`config.mk`:
```
export PLATFORM = sky130hd
export DESIGN_NAME = alu_ft_retry
export DESIGN_NICKNAME = d
export VERILOG_FILES = /design/src/rtl/alu_ft_retry.sv
export SDC_FILE = /design/constraint.sdc
export NUM_CORES = 1
export LEC_CHECK = 0
export ABC_AREA = 1
export CAP_MARGIN = 0
export CORE_ASPECT_RATIO = 0.7
export CORE_MARGIN = 2
export CORE_UTILIZATION = 44
export DETAILED_ROUTE_END_ITERATION = 7
export PLACE_DENSITY = 0.73
export REMOVE_ABC_BUFFERS = 1
export SYNTH_ARGS = -nofsm -noshare
export SYNTH_HDL_FRONTEND = slang
export SYNTH_SLANG_ARGS = --single-unit
```
`constraint.sdc`:
```
create_clock -name clk -period 58.5 [get_ports clk]
set_input_delay 17.55 -clock clk [delete_from_list [all_inputs] [get_ports clk]]
set_output_delay 17.55 -clock clk [all_outputs]
set_load 0.005 [all_outputs]
```
`src/rtl/alu_ft_retry.sv`:
```
// Parametrised fault-tolerant ALU: parity, mod-3, mod-5 and duplicated-carry checkers
// around a shared adder, wrapped in a valid/ready FSM that re-executes on a detected error.
module alu_ft_retry #(
  parameter int unsigned WIDTH     = 32,
  parameter int unsigned MAX_RETRY = 2,
  parameter int unsigned CNT_W     = 8
) (
  input  logic             clk,
  input  logic             rst_n,
  input  logic             in_valid,
  output logic             in_ready,
  input  logic [WIDTH-1:0] operand_a,
  input  logic [WIDTH-1:0] operand_b,
  input  logic [3:0]       alu_opcode,
  input  logic [WIDTH-1:0] fault_mask,
  input  logic             fault_persist,
  output logic             out_valid,
  input  logic             out_ready,
  output logic [WIDTH-1:0] result,
  output logic             cout,
  output logic             zero,
  output logic             overflow,
  output logic [3:0]       err_flags,
  output logic             retried,
  output logic             fatal,
  output logic [CNT_W-1:0] err_count
);

  localparam int unsigned  AW      = (MAX_RETRY < 1) ? 1 : $clog2(MAX_RETRY + 1);
  localparam logic [AW-1:0] MAX_ATT = AW'(MAX_RETRY);

  typedef enum logic [1:0] {S_IDLE, S_EXEC, S_DONE} state_t;

  typedef enum logic [3:0] {
    OP_ADD  = 4'd0,  OP_SUB = 4'd1, OP_AND = 4'd2, OP_OR   = 4'd3,
    OP_XOR  = 4'd4,  OP_NOT = 4'd5, OP_SHL = 4'd6, OP_SHR  = 4'd7,
    OP_INC  = 4'd8,  OP_DEC = 4'd9, OP_PASS = 4'd10, OP_ZERO = 4'd11
  } op_t;

  state_t           state_q, state_d;
  logic [WIDTH-1:0] a_q, a_d, b_q, b_d, mask_q, mask_d;
  logic [3:0]       op_q, op_d;
  logic             persist_q, persist_d;
  logic [AW-1:0]    attempt_q, attempt_d;
  logic [WIDTH-1:0] result_q, result_d;
  logic             cout_q, cout_d, zero_q, zero_d, ovf_q, ovf_d;
  logic [3:0]       flags_q, flags_d;
  logic             retried_q, retried_d, fatal_q, fatal_d;
  logic [CNT_W-1:0] cnt_q, cnt_d;

  logic             arith, cin, c_out;
  logic [WIDTH-1:0] b_eff, mask_eff, sum_raw, sum_m, alu_res;
  logic [WIDTH:0]   carry_p, carry_d;
  logic             chk_parity, chk_res3, chk_res5, chk_carry, alu_ovf, err_any;
  logic [3:0]       alu_flags;

  // Residue of v modulo m (m <= 5), folded MSB-first so no wide divider is needed.
  function automatic logic [2:0] residue(input logic [WIDTH:0] v, input logic [2:0] m);
    logic [WIDTH:0] sh;
    logic [3:0]     r;
    sh = v;
    r  = '0;
    for (int unsigned i = 0; i <= WIDTH; i++) begin
      r = {r[2:0], sh[WIDTH]};
      if (r >= {1'b0, m}) r = r - {1'b0, m};
      sh = sh << 1;
    end
    return r[2:0];
  endfunction

  function automatic logic [2:0] mod_small(input logic [3:0] x, input logic [2:0] m);
    logic [3:0] y;
    y = x;
    if (y >= {1'b0, m}) y = y - {1'b0, m};
    if (y >= {1'b0, m}) y = y - {1'b0, m};
    return y[2:0];
  endfunction

  always_comb begin
    logic cp, cd;
    arith = 1'b0;
    b_eff = b_q;
    cin   = 1'b0;
    case (op_q)
      OP_ADD: arith = 1'b1;
      OP_SUB: begin arith = 1'b1; b_eff = ~b_q; cin = 1'b1; end
      OP_INC: begin arith = 1'b1; b_eff = '0;   cin = 1'b1; end
      OP_DEC: begin arith = 1'b1; b_eff = '1;   end
      default: ;
    endcase

    mask_eff = (persist_q || attempt_q == '0) ? mask_q : '0;

    // Primary chain in generate/propagate form, duplicate as a majority function.
    cp = cin;
    cd = cin;
    sum_raw = '0;
    carry_p = '0;
    carry_d = '0;
    for (int unsigned i = 0; i < WIDTH; i++) begin
      carry_p[i] = cp;
      carry_d[i] = cd;
      sum_raw[i] = a_q[i] ^ b_eff[i] ^ cp;
      cp = (a_q[i] & b_eff[i]) | (cp & (a_q[i] ^ b_eff[i]));
      cd = (a_q[i] & b_eff[i]) | (a_q[i] & cd) | (b_eff[i] & cd);
    end
    carry_p[WIDTH] = cp;
    carry_d[WIDTH] = cd;

    sum_m = sum_raw ^ mask_eff;
    c_out = carry_p[WIDTH];

    chk_parity = (^a_q) ^ (^b_eff) ^ (^carry_p[WIDTH-1:0]) ^ (^sum_m);
    chk_res3   = mod_small({1'b0, residue({1'b0, a_q}, 3'd3)} + {1'b0, residue({1'b0, b_eff}, 3'd3)}
                           + {3'b0, cin}, 3'd3) != residue({c_out, sum_m}, 3'd3);
    chk_res5   = mod_small({1'b0, residue({1'b0, a_q}, 3'd5)} + {1'b0, residue({1'b0, b_eff}, 3'd5)}
                           + {3'b0, cin}, 3'd5) != residue({c_out, sum_m}, 3'd5);
    chk_carry  = carry_p != carry_d;

    alu_flags = arith ? {chk_carry, chk_res5, chk_res3, chk_parity} : '0;
    err_any   = |alu_flags;
    alu_ovf   = arith & (a_q[WIDTH-1] == b_eff[WIDTH-1]) & (sum_m[WIDTH-1] != a_q[WIDTH-1]);

    case (op_q)
      OP_ADD, OP_SUB, OP_INC, OP_DEC: alu_res = sum_m;
      OP_AND:  alu_res = a_q & b_q;
      OP_OR:   alu_res = a_q | b_q;
      OP_XOR:  alu_res = a_q ^ b_q;
      OP_NOT:  alu_res = ~a_q;
      OP_SHL:  alu_res = {a_q[WIDTH-2:0], 1'b0};
      OP_SHR:  alu_res = {1'b0, a_q[WIDTH-1:1]};
      OP_PASS: alu_res = a_q;
      default: alu_res = '0;
    endcase
  end

  always_comb begin
    state_d   = state_q;
    a_d       = a_q;
    b_d       = b_q;
    mask_d    = mask_q;
    op_d      = op_q;
    persist_d = persist_q;
    attempt_d = attempt_q;
    result_d  = result_q;
    cout_d    = cout_q;
    zero_d    = zero_q;
    ovf_d     = ovf_q;
    flags_d   = flags_q;
    retried_d = retried_q;
    fatal_d   = fatal_q;
    cnt_d     = cnt_q;
    case (state_q)
      S_IDLE: begin
        if (in_valid) begin
          state_d   = S_EXEC;
          a_d       = operand_a;
          b_d       = operand_b;
          op_d      = alu_opcode;
          mask_d    = fault_mask;
          persist_d = fault_persist;
          attempt_d = '0;
        end
      end
      S_EXEC: begin
        result_d  = alu_res;
        cout_d    = arith & c_out;
        zero_d    = (alu_res == '0);
        ovf_d     = alu_ovf;
        flags_d   = alu_flags;
        retried_d = (attempt_q != '0);
        fatal_d   = err_any;
        if (err_any && cnt_q != '1) cnt_d = cnt_q + CNT_W'(1);
        if (err_any && attempt_q < MAX_ATT) attempt_d = attempt_q + AW'(1);
        else                                state_d   = S_DONE;
      end
      S_DONE: begin
        if (out_ready) state_d = S_IDLE;
      end
      default: state_d = S_IDLE;
    endcase
  end

  always_ff @(posedge clk or negedge rst_n) begin
    if (!rst_n) begin
      state_q   <= S_IDLE;
      a_q       <= '0;
      b_q       <= '0;
      mask_q    <= '0;
      op_q      <= '0;
      persist_q <= 1'b0;
      attempt_q <= '0;
      result_q  <= '0;
      cout_q    <= 1'b0;
      zero_q    <= 1'b0;
      ovf_q     <= 1'b0;
      flags_q   <= '0;
      retried_q <= 1'b0;
      fatal_q   <= 1'b0;
      cnt_q     <= '0;
    end else begin
      state_q   <= state_d;
      a_q       <= a_d;
      b_q       <= b_d;
      mask_q    <= mask_d;
      op_q      <= op_d;
      persist_q <= persist_d;
      attempt_q <= attempt_d;
      result_q  <= result_d;
      cout_q    <= cout_d;
      zero_q    <= zero_d;
      ovf_q     <= ovf_d;
      flags_q   <= flags_d;
      retried_q <= retried_d;
      fatal_q   <= fatal_d;
      cnt_q     <= cnt_d;
    end
  end

  // in_ready is held low while rst_n is asserted even though the state is already IDLE.
  assign in_ready  = rst_n & (state_q == S_IDLE);
  assign out_valid = (state_q == S_DONE);
  assign result    = result_q;
  assign cout      = cout_q;
  assign zero      = zero_q;
  assign overflow  = ovf_q;
  assign err_flags = flags_q;
  assign retried   = retried_q;
  assign fatal     = fatal_q;
  assign err_count = cnt_q;

endmodule

```
==> results of run 1 <==
-- worst reg2reg max path: cells and delay by family (launching register included) --
kind | cells | cell delay [ns]
simple gates | 145 | 19.05
compound gates | 5 | 0.69
xor+xnor | 1 | 0.23
buf+inv | 25 | 1.85
flops | 1 | 0.41
fa+ha+maj | 62 | 20.07
-- registers in the layout (all words and copies together), names as in the netlist --
| signal | flops |
|---|---|
| a_q | 32 |
| err_flags | 4 |
| persist_q | 1 |
| overflow | 1 |
| err_count | 8 |
| b_q | 32 |
| fatal | 1 |
| state_q | 2 |
| op_q | 4 |
| retried | 1 |
| mask_q | 32 |
| cout | 1 |
| attempt_q | 2 |
| result | 32 |
| zero | 1 |
-- layer usage --
layer / wire, microns / track usage / vias up
met4: 2160 / 0.0751 / 0
met2: 33100 / 0.357 / 891
met5: 0 / 0 / -
li1: - / - / 14000
met3: 6920 / 0.0518 / 129
met1: 39600 / 0.354 / 12900
-- cells by family (layout without fill, tap and decap cells) --
group,after synthesis,in the layout,synth area share
buffers and inverters,707,851,0.0993
DFF,154,154,0.135
and+or+nand+nor,2112,2112,0.372
other,0,1,0
AOI/OAI and AO/OA,540,540,0.119
xor gates and xnor gates,209,209,0.0653
muxes,40,40,0.0155
adders and majority gates,420,420,0.194
-- final timing paths --
path	start	to	slack (ns)	cells past startpoint
max	op_q[1]	err_count[2]	16.15	238
min reg2reg	attempt_q[1]	attempt_q[1]	0.48	2
max in group asynchronous	rst_n	b_q[5]	40.08	3
max reg2reg	op_q[1]	err_count[2]	16.15	238
min in group asynchronous	rst_n	err_count[1]	16.89	1
min	attempt_q[1]	attempt_q[1]	0.48	2
-- area by class of cell --
class                   instances  share of cell area
diodes                          1           0.0000794
multi-input cells            3321               0.694
repair buffers                175              0.0541
clock inverters                15             0.00568
flip-flops and latches        154               0.122
well taps                     840              0.0334
clock buffers                  17              0.0135
inverters                     644              0.0771
-- placed cells by master (no fill, tap or decap), types with 8 or more instances in the layout --
master,instances
nand2_1,959
nand3b_1,8
buf_4,20
nor3_1,29
xor2_1,112
o21ai_2,72
a21oi_1,118
a221oi_1,21
nor2_2,12
clkinv_1,19
nand4_1,168
o21ai_0,117
fa_1,36
nand3_2,97
mux2_2,34
o21ai_1,90
nand2_4,23
clkbuf_16,17
clkdlybuf4s50_1,154
dfrtp_1,154
nand3_1,295
nand2_2,245
o22ai_1,48
ha_1,384
xnor2_1,93
or2_2,64
o211ai_1,22
a21oi_2,19
o2111ai_1,14
inv_1,589
inv_2,32
nor2_1,167
-- per-stage QoR --
step           cells   util  hold slack (ns)
6_report        5167  0.489            0.485
4_1_cts         5166  0.489            0.487
2_1_floorplan   4119      -            0.449
5_1_grt         5166  0.489            0.504
3_3_place_gp    5134  0.480            0.466
3_5_place_dp    5134  0.480            0.466
==> results, run 1 <==
- The flow ran to the end, and the final reports show no timing, DRC or antenna violations.
- Summing all flip-flop and latch instances after layout gives between 0.003 and 0.004 sq mm.
- The final global-route overflow total is 0.
- STA classifies the critical path startpoint as a register.
- Ranked by instance count, the synthesized netlist is headed by 959 x nand2_1, 589 x inv_1, 384 x ha_1.
- The cell count after synthesis came out at roughly 4200.
- On the worst path, the slowest cell contributes a delay of between 0.5 and 0.6 ns.
- Timing would allow up to roughly 24 MHz.
- The share of layout cells above drive strength 1 is 0.158.
- After floorplanning, the core was sized to cover about 0.064 sq mm.
- Before antenna repair, the detailed router went through 6 iterations.
- After routing the design area is roughly 0.031 sq mm.
- The die is slightly above 300 microns wide.
- The worst setup path is of the register to register kind.
- The largest net degree at the start of global routing is 73.
- The wire length after detailed routing is 81.8 mm.
- Using the TritonRoute via totals, the vias-per-cell ratio works out to 5.41.
- The count of instances resized after the clock tree is built is 0.
- The mapped netlist covers about 0.029 sq mm.
- Across the run, the number of max-cap violations was 0.
- Data on the critical path is required at its endpoint by a little under 60 ns.
- The congestion estimate from routability-driven global placement came to about 0.96.
- Setup repair after global routing left no endpoint under its margin.
- The count of distinct cell types in the synthesized netlist is 64.
- The detailed-route via count is 28000.
- The minimum period implied by the final worst setup slack is about 42 ns.
- The total die area is 0.0669 sq mm.
- For the final routed database, the setup TNS stands at 0 ns.
- The multi-input logic area is approximately 0.022 sq mm.
- The count of final max-slew check failures is 0.
- Dividing the detail-routed wire length by the instance count gives about 16 microns.
- The post-layout net count is around 4800.
- Across all setup checks in the final design, the least slack found is about 16 ns.
- After filler insertion, the fill cell instance count of the layout stands at around 6300.
- At the pin with the least slew margin, the transition time is about 1.1 ns.
- The die boundary height is between 200 and 250 microns.
- Data on the critical path arrives at its endpoint at between 40 and 50 ns.
- In the global route stage, overall resource usage came out at 0.243.
- The largest individual stage delay along the critical path comes from the cell fa_1.
- The share of the synthesized area in the top cell type is 0.169.
- The relative max-transition margin is 0.281.
- The number of placed I/O pins is 156.
- Sorting the synthesized cells by area gives the leading types as ha_1 17%, dfrtp_1 14%, nand2_1 13%.
- The share of flip-flops with an asynchronous set or reset after synthesis is 1.00.
- Synthesis inferred around 150 register bits.
- Along the worst path, the maximum fanout reaches 30.
- In the routed design, unresolved DRC markers number 0.
- During synthesis, Yosys emitted a total of 0 warnings.
- The clock latency on the worst-skew pair is 0.52 ns.
- The largest area contributor in the netlist is ha_1.
- The floorplan row count is between 70 and 80.
- The final count of hold timing violations came to 0.
- The number of antenna violations at the first check in global routing was 0.
- The number of global-route vias before repair is 25100.
- The post-route clock skew is between 0.015 and 0.02 ns.
- Dividing the final minimum period by the clock period gives 0.724.
- The path type of the worst min-delay path is register to register.
- The final number of setup-violating endpoints is 0.
- The count of port buffers added during placement is 155.
- The critical path capture point type is a register.
- TritonCTS built the clock tree.
- The layout overhead on the synthesized area is 10.5%.
- The HPWL after detailed placement is around 65 mm.
- For this design, the sink count on the clock tree is 154.
- In this run the number of H-tree levels came out at 4.
- In this run, CTS created clock tree buffers numbering 17.
- Yosys mapped a number of flops with a built-in enable equal to 0.
- Once detail routing completed, the nets flagged for antenna violations numbered 0.
- The share of the Yosys chip area taken by registers is 0.135.
- The first-pass GRT wire length is ~130 mm.
- Among the stages of the critical path, the cell type that occurs most often is nand2_1.
- For this configuration, the core starts out at a cell density of 0.443.
- Together, buffers and inverters on the worst path number 25.
- Among all cell types in the netlist, the one instantiated most often is nand2_1.
- Hold repair after CTS inserted 0 buffers.
- In this run the clock root is driven by a clkbuf_16.
- In this run the mean area of a mapped cell was about 6.8 sq um.
- The clock-pin slew reported for the worst setup and hold paths after clock tree synthesis is roughly 0.08 ns.
- The clock passes through at most 2 buffers.
- In this design, the largest share of critical-path delay is due to adder cells.
- The number of buffers inserted by post-CTS setup repair is 0.
- The main flop type after synthesis is dfrtp_1.
- The placed cell area is between 0.03 and 0.04 sq mm.
- At the placement stage, the worst setup path has a slack of ~17 ns.
- The violation count after the first detailed-route iteration is ~2300.
Power of run 1 is not shown: default switching activity piles up to over one toggle a cycle in this logic, so the estimate is an artifact.
==> inputs of run 2 (changes only) <==
--- a/config.mk
+++ b/config.mk
@@ -11,7 +11,7 @@
 export CORE_MARGIN = 2
 export CORE_UTILIZATION = 44
 export DETAILED_ROUTE_END_ITERATION = 7
-export PLACE_DENSITY = 0.73
+export PLACE_DENSITY = 0.75
 export REMOVE_ABC_BUFFERS = 1
 export SYNTH_ARGS = -nofsm -noshare
 export SYNTH_HDL_FRONTEND = slang
==> constraint.sdc (replaced) <==
create_clock -name clk -period 38.2 [get_ports clk]
set_input_delay 11.46 -clock clk [delete_from_list [all_inputs] [get_ports clk]]
set_output_delay 11.46 -clock clk [all_outputs]
set_load 0.005 [all_outputs]
==> results, run 2 (synthesis gave the netlist of run 1 again) <==
- For this run, design rule violations remaining after detail routing come to 0.
- The path type of the worst min-delay path is register to register.
- For flop-to-flop paths, the worst setup slack is roughly 1.1 ns.
- The most prevalent standard cell on the critical path is nand2_2.
- The wire length after detailed routing is 85.5 mm.
- The clock-pin slew reported for the worst setup and hold paths after clock tree synthesis is 0.08 ns.
- The cell at the root of the clock tree is clkbuf_16.
- The number of levels the H-tree was split into is 4.
- The kind of critical path is register to register.
- The worst-path cell with the longest stage delay is fa_2.
- The post-route clock skew is between 0.02 and 0.025 ns.
- In the final layout, the share of cells above drive strength 1 is 0.213.
- The total area inside the core boundary comes to around 0.064 sq mm.
- The data arrival time of the worst path is between 30 and 40 ns.
- The run finished with clean final reports.
- For met1 alone, demand over resource in global routing was 0.356.
- The die covers around 0.067 sq mm.
- The number of filler cells placed in the layout is 6086.
- The largest stage delay on the critical path is 0.47 ns.
- Counting along the longest clock path gives a buffer depth of 2.
- The number of global-route vias before repair was between 20000 and 30000.
- The clock latency on the worst-skew pair is a little over 0.5 ns.
- TritonCTS built the clock tree.
- The final layout contains slightly below 5000 nets.
- For the finished layout, the period the worst path requires is roughly 37 ns.
- Using the TritonRoute via totals, the vias-per-cell ratio works out to around 5.4.
- The final count of hold timing violations was 0.
- The routed length per placed instance is 16.3 microns.
- Across every metal layer, demand over resource in global routing totals 0.251.
- The floorplan has 78 rows.
- The largest fanout of any net on the critical path is 5.
- The number of placed I/O pins is ~160.
- The worst pin sits at a relative slew slack of 0.288.
- The count of final max-slew check failures is 0.
- The tool flagged a number of max-cap violations equal to 0.
- The clock buffer count from CTS is 17.
- The final global-route overflow total is 0.
- The floorplan step set the die width to around 310 microns.
- The layer with the highest usage after global routing is met2.
- Of the available clock period, the critical path in the final layout requires 0.971.
- The final number of setup-violating endpoints is 0.
- For the worst setup path, the data required time is 38.59 ns.
- The post-route core utilization is 0.513.
- In this run the tool buffered the top-level ports with 155 buffer cells.
- The number of antenna violations at the first check in global routing is 1.
- The met3 capacity usage during global routing is 0.0575.
- The clock net in this run drives a total of 154 sinks.
- The first-pass GRT wire length is roughly 140 mm.
- In the global route stage, met2 resource usage came out at 0.380.
- The library cell used most frequently in the layout, excluding fill and tap cells, is nand2_1.
- In this run, post-CTS hold repair placed 0 buffers.
- In this run, the number of DRC markers left after iteration 0 of detailed routing was 2598.
- The total instance count after detailed placement is between 5000 and 6000.
- The routed layout has approximately 29000 vias.
- The weighted congestion reported at the end of routability-driven placement is 0.944.
- STA classifies the critical path startpoint as a register.
- STA classifies the critical path endpoint as a register.
- The maximum clock rate is 27.0 MHz.
- The layout overhead on the synthesized area is 15.8%.
- The library cells used most frequently in the layout, excluding fill and tap cells, are 901 x nand2_1, 579 x inv_1, 353 x ha_1.
- The remaining antenna violation count after routing is 0.
- Entering global routing, the biggest net connects ~120 pins.
- For the final routed database, the setup TNS stands at 0 ns.
- Summed over all nets, the half-perimeter wirelength after detailed placement is between 60 and 70 mm.
- The die boundary height is approximately 220 microns.
- At the pin with the least slew margin, the transition time is ~1.1 ns.
- The length of the first detailed-routing pass in iterations is 6.
- The antenna diode instance count is 0.
- The effective utilization at floorplan is 0.443.
- The count of cells in the finished layout, fillers not included, comes to between 5000 and 6000.
## run 2: cell count changes in the layout (fill, tap and decap cells not counted), moves of 30 or more
cell	delta
ha_1	-31
nand2_2	+48
buf_4	+86
nand3_1	-30
fa_2	+32
fa_1	-32
nand2_1	-58
## run 2: area by class of cell
type | instances | area [sq um] | area share
flip-flops and latches | 154 | 3860 | 0.117
inverters | 644 | 2430 | 0.0736
multi-input cells | 3322 | 22700 | 0.688
clock inverters | 13 | 158 | 0.00477
repair buffers | 261 | 2350 | 0.0711
clock buffers | 19 | 453 | 0.0137
well taps | 840 | 1050 | 0.0318
## run 2: layer usage
layer / up-vias / part of all wire
li1: 14200 / -
met1: 13200 / 0.46
met2: 1006 / 0.42
met3: 154 / 0.094
met4: 0 / 0.027
met5: - / 0
## run 2: worst max-delay path: cells and delay by family, from the launching register on
family          cells  cell delay [ns]
buf+inv            17             1.02
xor+xnor            1             0.23
simple gates      157            17.51
flops               1             0.44
compound gates      4             0.66
fa+ha+maj          62            17.01
## run 2: through the flow
step / setup WS, ns / instance area (sq um) / hold WS, ns
after floorplan: 0.161 / 28100 / 0.449
after global placement: -0.128 / 31200 / 0.463
after detailed placement: -1.54 / 31200 / 0.470
after CTS: 0.00208 / 32000 / 0.488
after global routing: -0.712 / 33000 / 0.505
final: 1.11 / 33000 / 0.482
## run 2: path summary, 6_finish.rpt
kind	start	to	cells past startpoint
hold / removal	attempt_q[1]	attempt_q[1]	2
min in group asynchronous	rst_n	err_count[1]	1
setup reg to reg	op_q[0]	attempt_q[1]	241
setup / recovery	op_q[0]	attempt_q[1]	241
hold reg to reg	attempt_q[1]	attempt_q[1]	2
max in group asynchronous	rst_n	op_q[1]	3
## run 2: timing repair
action                     in CTS  in global routing
gates cloned                    1                  0
buffers inserted                4                 40
setup endpoints to repair      14                 14
resized for setup              48                180
pin swaps                       9                 98
Power of run 2 is left out for the same reason.
==> inputs of run 3 (changes only) <==
--- a/config.mk
+++ b/config.mk
@@ -10,8 +10,9 @@
 export CORE_ASPECT_RATIO = 0.7
 export CORE_MARGIN = 2
 export CORE_UTILIZATION = 44
+export CTS_CLUSTER_SIZE = 40
 export DETAILED_ROUTE_END_ITERATION = 7
-export PLACE_DENSITY = 0.75
+export PLACE_DENSITY = 0.67
 export REMOVE_ABC_BUFFERS = 1
 export SYNTH_ARGS = -nofsm -noshare
 export SYNTH_HDL_FRONTEND = slang
==> results, run 3 (synthesis gave the netlist of run 1 again) <==
- The clock net in this run drives a total of approximately 150 sinks.
- The largest stage delay on the critical path is approximately 0.47 ns.
- The HPWL after detailed placement is ~67 mm.
- In the layout the commonest cells are 896 x nand2_1, 580 x inv_1, 348 x ha_1.
- Derived from the worst setup path, the maximum achievable clock frequency is roughly 27 MHz.
- The minimum period implied by the final worst setup slack is 37.06 ns.
- The total die area is between 0.06 and 0.07 sq mm.
- The clock tree from TritonCTS is done.
- The global-route usage over all layers is 0.256.
- The startpoint identified for the worst register-to-register timing path is op_q[2].
- In this run, the number of DRC markers left after iteration 0 of detailed routing was approximately 2300.
- The worst setup path is of the register to register kind.
- On the final layout, the worst clock skew is roughly 0.019 ns.
- Among the stages of the critical path, the cell type that occurs most often is nand2_2.
- Among cell families on the critical path, the largest total delay comes from simple AND/OR/NAND/NOR gates.
- The total core area is 0.0644 sq mm.
- The path with the worst hold slack has its endpoint at result[15].
- The routed length on met1 is 42.1 mm.
- In the final layout, the share of cells above drive strength 1 is 0.214.
- The first global-routing pass estimated between 100 and 150 mm of wire.
- The finished layout holds about 5300 standard cells, fillers aside.
- Hold repair after CTS inserted 0 buffers.
- The total instance count after detailed placement is 5179.
- STA classifies the critical path startpoint as a register.
- The data arrival time of the worst path is about 37 ns.
- The highest metal layer with signal wires is met4.
- The antenna diode instance count is 0.
- The slew at the pin closest to its max-slew limit is roughly 1.1 ns.
- After the last flow step, the layout net total stands at 4928.
- In the detailed route, the total length drawn on met3 is a little under 7 mm.
- The worst-path cell with the longest stage delay is fa_2.
- The worst reg-to-reg path cell count is 240.
- The final count of hold timing violations is 0.
- The tightest min-delay check is of the register to register type.
- The run finished with clean final reports.
- The count of final max-slew check failures was 0.
- The largest net degree at the start of global routing is approximately 130.
- The final number of setup-violating endpoints is 0.
- The critical path contains buffers and inverters numbering 17 combined.
- The detail route stage leaves a number of antenna-violating nets equal to 0.
- Clock-pin slew was measured on the worst setup and hold paths at roughly 0.08 ns.
- The detailed-route via count is ~28000.
- The maximum clock insertion buffer count is 2.
- The layout overhead on the synthesized area is 16.0%.
- Dividing the final minimum period by the clock period gives 0.970.
- At the end of the flow the core is filled with cells to 0.513.
- Data on the critical path is required at its endpoint by 38.59 ns.
- The routed length per placed instance is between 15 and 20 microns.
- The number of clock buffers added by TritonCTS is 17.
- The total overflow left after global routing is 0.
- The worst pin sits at a relative slew slack of 0.284.
- For this design the top-level I/O count stands at between 150 and 200.
- The number of cells on the worst hold path is 2.
- The largest fanout of any net on the critical path is 5.
- The wire length after detailed routing is between 80 and 90 mm.
- The floorplan row count is approximately 80.
- The cell sitting at the root of the clock tree is a clkbuf_16.
- The count of port buffers added during placement is around 160.
- The amount of wire on met2 after detailed routing is roughly 36 mm.
- The number of antenna violations at the first check in global routing came to 0.
- The effective utilization at floorplan is 0.443.
- The H-tree was split into 4 levels.
- The critical path capture point type is a register.
- The worst register-to-register path has a setup slack of 1.14 ns.
- The capture point of the worst reg-to-reg path is attempt_q[0].
- The number of global-route vias before repair was roughly 26000.
- Across the run, the number of max-cap violations was 0.
- Clock latency on the worst-skew pair, taken at its later pin, is 0.52 ns.
- The die boundary height is roughly 220 microns.
- Dividing the detail-routed via count by the number of cells gives around 5.4.
- Leaving out fill and tap cells, the most frequent cell in the layout is nand2_1.
- The weighted congestion reported at the end of routability-driven placement is between 0.9 and 1.
- In the routed design, unresolved DRC markers number 0.
- The startpoint identified for the worst hold timing path is result[15].
- The length of the first detailed-routing pass in iterations is 5.
- The horizontal die dimension is just over 300 microns.
-- run 3: cell types whose count changed in the layout (fill, tap and decap cells not counted), moves of 2 or more --
cell,previous run,this run
buf_12,0,3
clkinv_4,1,4
ha_1,353,348
ha_2,13,18
inv_8,3,0
nand2_1,901,896
nand2_4,33,37
nand3_1,265,267
or2_2,51,49
or2_4,13,15
-- run 3: worst max path at each step --
| stage | from | to | slack [ns] | cells after the start |
|---|---|---|---|---|
| 6_report | op_q[2] | attempt_q[0] | 1.14 | 240 |
| 5_1_grt | op_q[0] | attempt_q[0] | -0.64 | 241 |
| 4_1_cts | op_q[1] | attempt_q[0] | 0.01 | 238 |
| 3_5_place_dp | op_q[1] | err_count[1] | -1.25 | 237 |
| 3_3_place_gp | op_q[1] | err_count[5] | -0.10 | 235 |
| 2_1_floorplan | op_q[1] | err_count[1] | 0.16 | 236 |
-- run 3: stage by stage --
stage / setup WS, ns / setup TNS (ns) / hold slack, ns / area, sq um
4_1_cts: 0.00995 / 0 / 0.486 / 31900
5_1_grt: -0.638 / -7.23 / 0.504 / 33100
3_5_place_dp: -1.25 / -16.27 / 0.464 / 31300
3_3_place_gp: -0.105 / -0.925 / 0.466 / 31300
6_report: 1.14 / 0 / 0.481 / 33100
2_1_floorplan: 0.161 / 0 / 0.449 / 28100
-- run 3: what timing repair did --
action,4_1_cts,5_1_grt
setup buffers,1,43
gates resized for setup,34,206
gates cloned,1,0
endpoints found under the setup margin,14,14
pin swaps,3,98
-- run 3: final cells by class --
class	instances	area, sq um
fillers	6342	31300
multi-input cells	3322	22800
flip-flops and latches	154	3850
inverters	644	2430
repair buffers	264	2410
well taps	840	1050
clock buffers	18	439
clock inverters	12	119
-- run 3: tightest hold or removal path, delay by kind of cell, from the launching register on --
family / cells / cell delay (ns)
flip-flops: 1 / 0.34
AND/OR/NAND/NOR: 2 / 0.11
-- run 3: per-layer routing --
layer,GRT usage,vias to the layer above
met5,0,-
met2,0.381,901
met4,0.0676,0
li1,-,14200
met3,0.0428,138
met1,0.379,13000
Power of run 3 is left out for the same reason.
